## config.mk

```make
export PLATFORM = sky130hd
export DESIGN_NAME = mux_pipe_n
export DESIGN_NICKNAME = d
export VERILOG_FILES = /design/src/rtl/mux_pkg.sv /design/src/rtl/mux_n_1.sv /design/src/rtl/mux_pipe_n.sv
export SDC_FILE = /design/constraint.sdc
export NUM_CORES = 1
export LEC_CHECK = 0
export CORE_MARGIN = 3
export CORE_UTILIZATION = 39
export DETAILED_ROUTE_END_ITERATION = 10
export GPL_TIMING_DRIVEN = 0
export PLACE_DENSITY = 0.81
export SLEW_MARGIN = 25
export SYNTH_ARGS = -nofsm -noshare
export SYNTH_HDL_FRONTEND = slang
export SYNTH_SLANG_ARGS = --single-unit
export TNS_END_PERCENT = 100
```

## constraint.sdc

```tcl
create_clock -name clk -period 1.8 [get_ports clk]
set_input_delay 0.36 -clock clk [delete_from_list [all_inputs] [get_ports clk]]
set_output_delay 0.36 -clock clk [all_outputs]
set_load 0.1 [all_outputs]
```

## src/rtl/mux_pkg.sv

```systemverilog
// mux_pkg: shared state type for the pipelined N:1 selector.
package mux_pkg;
  typedef enum logic [1:0] {EMPTY, ONE, TWO} pipe_state_t;
endpackage

```

## src/rtl/mux_n_1.sv

```systemverilog
// mux_n_1: combinational WIDTH-bit N:1 select with an out-of-range flag.
module mux_n_1 #(
  parameter int WIDTH = 5,
  parameter int N = 2,
  localparam int SELW = $clog2(N)
) (
  input  logic [N*WIDTH-1:0] in_data,
  input  logic [SELW-1:0]    sel,
  output logic [WIDTH-1:0]   out_data,
  output logic               out_err
);
  logic [N-1:0][WIDTH-1:0] w_masked;
  for (genvar i = 0; i < N; i++) begin : g_ch
    assign w_masked[i] = (32'(sel) == i) ? in_data[i*WIDTH +: WIDTH] : '0;
  end
  // An out-of-range select matches no channel, so the OR-reduction yields zero.
  always_comb begin
    out_data = '0;
    for (int j = 0; j < N; j++) out_data = out_data | w_masked[j];
  end
  assign out_err = 32'(sel) >= N;
endmodule

```

## src/rtl/mux_pipe_n.sv

```systemverilog
// mux_pipe_n: registered N:1 selector feeding a two-entry skid buffer
// with a valid/ready handshake and synchronous flush.
module mux_pipe_n
  import mux_pkg::*;
#(
  parameter int WIDTH = 5,
  parameter int N = 2,
  localparam int SELW = $clog2(N)
) (
  input  logic               clk,
  input  logic               rst_n,
  input  logic [N*WIDTH-1:0] in_data,
  input  logic [SELW-1:0]    sel,
  input  logic               in_valid,
  output logic               in_ready,
  input  logic               flush,
  output logic [WIDTH-1:0]   out_data,
  output logic [SELW-1:0]    out_sel,
  output logic               out_err,
  output logic               out_valid,
  input  logic               out_ready
);
  typedef struct packed {
    logic [WIDTH-1:0] data;
    logic [SELW-1:0]  sel;
    logic             err;
  } beat_t;
  pipe_state_t r_state, w_next;
  beat_t r_main, r_skid, w_beat;
  logic [WIDTH-1:0] w_data;
  logic w_err, w_acc, w_con, w_ld_main, w_ld_skid, w_from_skid;
  mux_n_1 #(.WIDTH(WIDTH), .N(N)) u_mux (
    .in_data  (in_data),
    .sel      (sel),
    .out_data (w_data),
    .out_err  (w_err)
  );
  assign w_beat = '{data: w_data, sel: sel, err: w_err};
  assign w_acc = in_valid && in_ready;
  assign w_con = out_valid && out_ready;
  always_comb begin
    w_next = r_state;
    w_ld_main = 1'b0;
    w_ld_skid = 1'b0;
    w_from_skid = 1'b0;
    case (r_state)
      EMPTY: begin
        w_ld_main = w_acc;
        w_next = w_acc ? ONE : EMPTY;
      end
      ONE: begin
        w_ld_main = w_acc && w_con;
        w_ld_skid = w_acc && !w_con;
        w_next = w_ld_skid ? TWO : (w_con && !w_acc) ? EMPTY : ONE;
      end
      TWO: begin
        w_from_skid = w_con;
        w_next = w_con ? ONE : TWO;
      end
      default: w_next = EMPTY;
    endcase
    // Flush drops any incoming beat; a concurrent consume has already completed downstream.
    if (flush) begin
      w_next = EMPTY;
      w_ld_main = 1'b0;
      w_ld_skid = 1'b0;
      w_from_skid = 1'b0;
    end
  end
  always_ff @(posedge clk or negedge rst_n) begin
    if (!rst_n) r_state <= EMPTY;
    else r_state <= w_next;
  end
  always_ff @(posedge clk or negedge rst_n) begin
    if (!rst_n) begin
      r_main <= '0;
      r_skid <= '0;
    end else begin
      if (w_ld_main) r_main <= w_beat;
      else if (w_from_skid) r_main <= r_skid;
      if (w_ld_skid) r_skid <= w_beat;
    end
  end
  assign in_ready = r_state != TWO;
  assign out_valid = r_state != EMPTY;
  assign out_data = r_main.data;
  assign out_sel = r_main.sel;
  assign out_err = r_main.err;
endmodule

```

==> metrics.csv <==
metric,value,unit
power.density,1470,nW/um^2
start_kind,primary input,
routabilityCongestion,0.700,
seq_area_frac_synth,46.1,%
ys_top_cells_by_area,"dfrtp_1 (46%), mux2i_1 (14%), mux2_2 (10%), a21oi_1 (3.3%), inv_1 (3.0%)",
hold_path_class,primary input to async pin,
cts_tree,yes,
core-area,1780,sq um
insertedDiodeCount,0,
crit_path_max_incr_delay,0.54,ns
globalRouteOverflowTotal,0,
synthToLayoutAreaGrowth,43.5,%
setup_viol,0,
clk_pin_slew,0.08,ns
switchingPower,0.793,mW
grt_usage,14.3,%
drtIter0Drc,4,
crit_required,1.97,ns
clockRootBuffer,clkbuf_4,
maxSlewHeadroom,58.6,%
crit_path_end_kind,flop,
wl_per_cell,12.7,um
leakagePower,0.523,nW
grt_max_degree,15,
grt_pass1_wl,2620,um
path_depth,6,
layout_common_cells,"dfrtp_1 (14), clkdlybuf4s50_1 (13), mux2i_1 (11)",
drive_gt1_share,33.7,%
place_inst,116,
reg2reg_depth,5,
crit_chain,clkdlybuf4s50_1 -> nand2b_4 -> a211o_1 -> buf_6 -> mux2_4 -> mux2_2,
cp_max_fo,6,
route.vias.total,583,
pwr-share-clk,13.8,%
critPathArrivalTime,1.93,ns
worstMarginPinSlew,0.620,ns
synth_cells,69,
dpl.hpwl,1210,um
first_global_vias,568,
cts_hold_buf,0,
fin_crit,1.76,ns
holdWs,0.459,ns
r2r_start,r_state[0]$_DFF_PN0_,
path_buf_inv,2,
synth_cell_types,22,
cts_made_buffers,3,
routed_wl,1560,um
synthesis.nets,86,
die-area,2510,sq um
syn-cell-area,759,sq um
fmax,0.568,GHz
numClockSinks,14,
p_int,0.810,mW
placementRows,15,
yosysTopAreaCellShare,46.1,%
pwr-share-seq,30.5,%
drv_cap,0,
swShare,49.5,%
viasPerCell,4.74,
synth-seq-cells,14,
r2r_slack,0.12,ns
ios,25,
die_h,50.1,um
ir_drop,1220,uV
rsz0062_at_grt,false,
critical-path-top-delay-family,buffers and inverters,
ant_nets,0,
start_util,42.6,%
slew_violations,0,
finish.instance_area,1090,sq um
fin_crit_sh,97.8,%
die_w,50.1,um
drtPass1Iterations,4,
final_common_cell,dfrtp_1,
critPathKind,primary input to flop,
synth_top_area_cell,dfrtp_1,
antenna_found_initial,0,
htreeDepth,1,
insertion_delay,0.28,ns
place_area,1030,sq um
r2r_end,r_skid[1]$_DFFE_PN0P_,
status,"complete, no violations",
clk_path_buf_depth,2,
portBuffers,22,
n_fill_cell,154,
ys_warn_count,0,
synth_area_per_cell,11.0,sq um
cpMaxStageDelayCell,clkdlybuf4s50_1,
final_hold_viol_count,0,
nets,116,
drc,0,
power.share.combinational,55.7,%
total_power,1.60,mW
final_cell_count_no_fill,123,
finalClockSkew,0.00580,ns
[power by group through the flow]
stage                     Clock [mW]  Combinational (mW)  Sequential [mW]
after floorplan                    0               0.241            0.950
after global placement             0               0.900            0.493
after detailed placement           0               0.910            0.500
after CTS                      0.231               0.900            0.491
after global routing           0.241               0.939            0.500
final                          0.222               0.892            0.489
[how the worst max path moves through the flow]
stage	from	endpoint	slack (ns)
after detailed placement	r_state[1]$_DFF_PN0_	in_ready	-0.33
after CTS	r_state[0]$_DFF_PN0_	r_skid[6]$_DFFE_PN0P_	0.0009
final	in_valid	out_sel$_DFFE_PN0P_	0.04
after global routing	in_valid	out_sel$_DFFE_PN0P_	0.005
after global placement	r_state[1]$_DFF_PN0_	in_ready	-0.31
after floorplan	r_state[1]$_DFF_PN0_	r_skid[6]$_DFFE_PN0P_	-0.12
[layer usage]
layer / vias up / share of wire, % / track usage [%]
met5: - / 0 / 0
met4: 0 / 1.1 / 4.15
met3: 4 / 9.3 / 6.82
met2: 18 / 51 / 25.4
met1: 273 / 39 / 14.7
li1: 288 / - / -
[final cells by class]
class	count	area [sq um]	area share, %
Buffer	3	22.5	2.07
Clock buffer	4	36.3	3.33
Inverter	6	22.5	2.07
Multi-Input combinational cell	45	380	34.9
Sequential cell	14	350	32.1
Tap cell	25	31.3	2.87
Timing Repair Buffer	26	246	22.6
[registers in the layout, summed over array words and instances, names as in the netlist]
name and flops:
r_state 2, out_data 5, out_sel 1, r_skid 6
[cells in the mapped netlist]
cell / n
a211o_1: 1
a21oi_1: 5
a31oi_1: 1
and2_1: 1
and4bb_2: 1
buf_4: 1
buf_6: 1
clkbuf_1: 2
conb_1: 1
dfrtp_1: 14
ha_1: 1
inv_1: 6
mux2_2: 7
mux2_4: 1
mux2i_1: 11
nand2_1: 2
nand2b_4: 1
nor2_1: 6
nor3_1: 2
o21bai_1: 1
or2_2: 2
or2b_1: 1
[repair_timing]
item / in CTS / in global routing
resized for setup: 29 / 2
setup buffers: 4 / 0
setup endpoints to repair: 11 / 6
[kinds of logic after synthesis]
logic type                 share of synthesized area, %
AOI/OAI and AO/OA                                  6.26
adders and majority gates                          1.65
buffers and inverters                              6.43
DFF                                                46.1
muxes                                              26.9
other                                             0.494
and+or+nand+nor                                    12.2
[stage by stage]
stage               setup TNS [ns]  setup slack (ns)  utilization (%)
floorplan                   -0.237            -0.124                -
global placement             -1.91            -0.315             58.0
detailed placement           -2.54            -0.335             58.0
CTS                              0          0.000874             61.5
global route                     0           0.00482             61.1
finish                           0            0.0402             61.1
(Power assumes the default switching activity.)
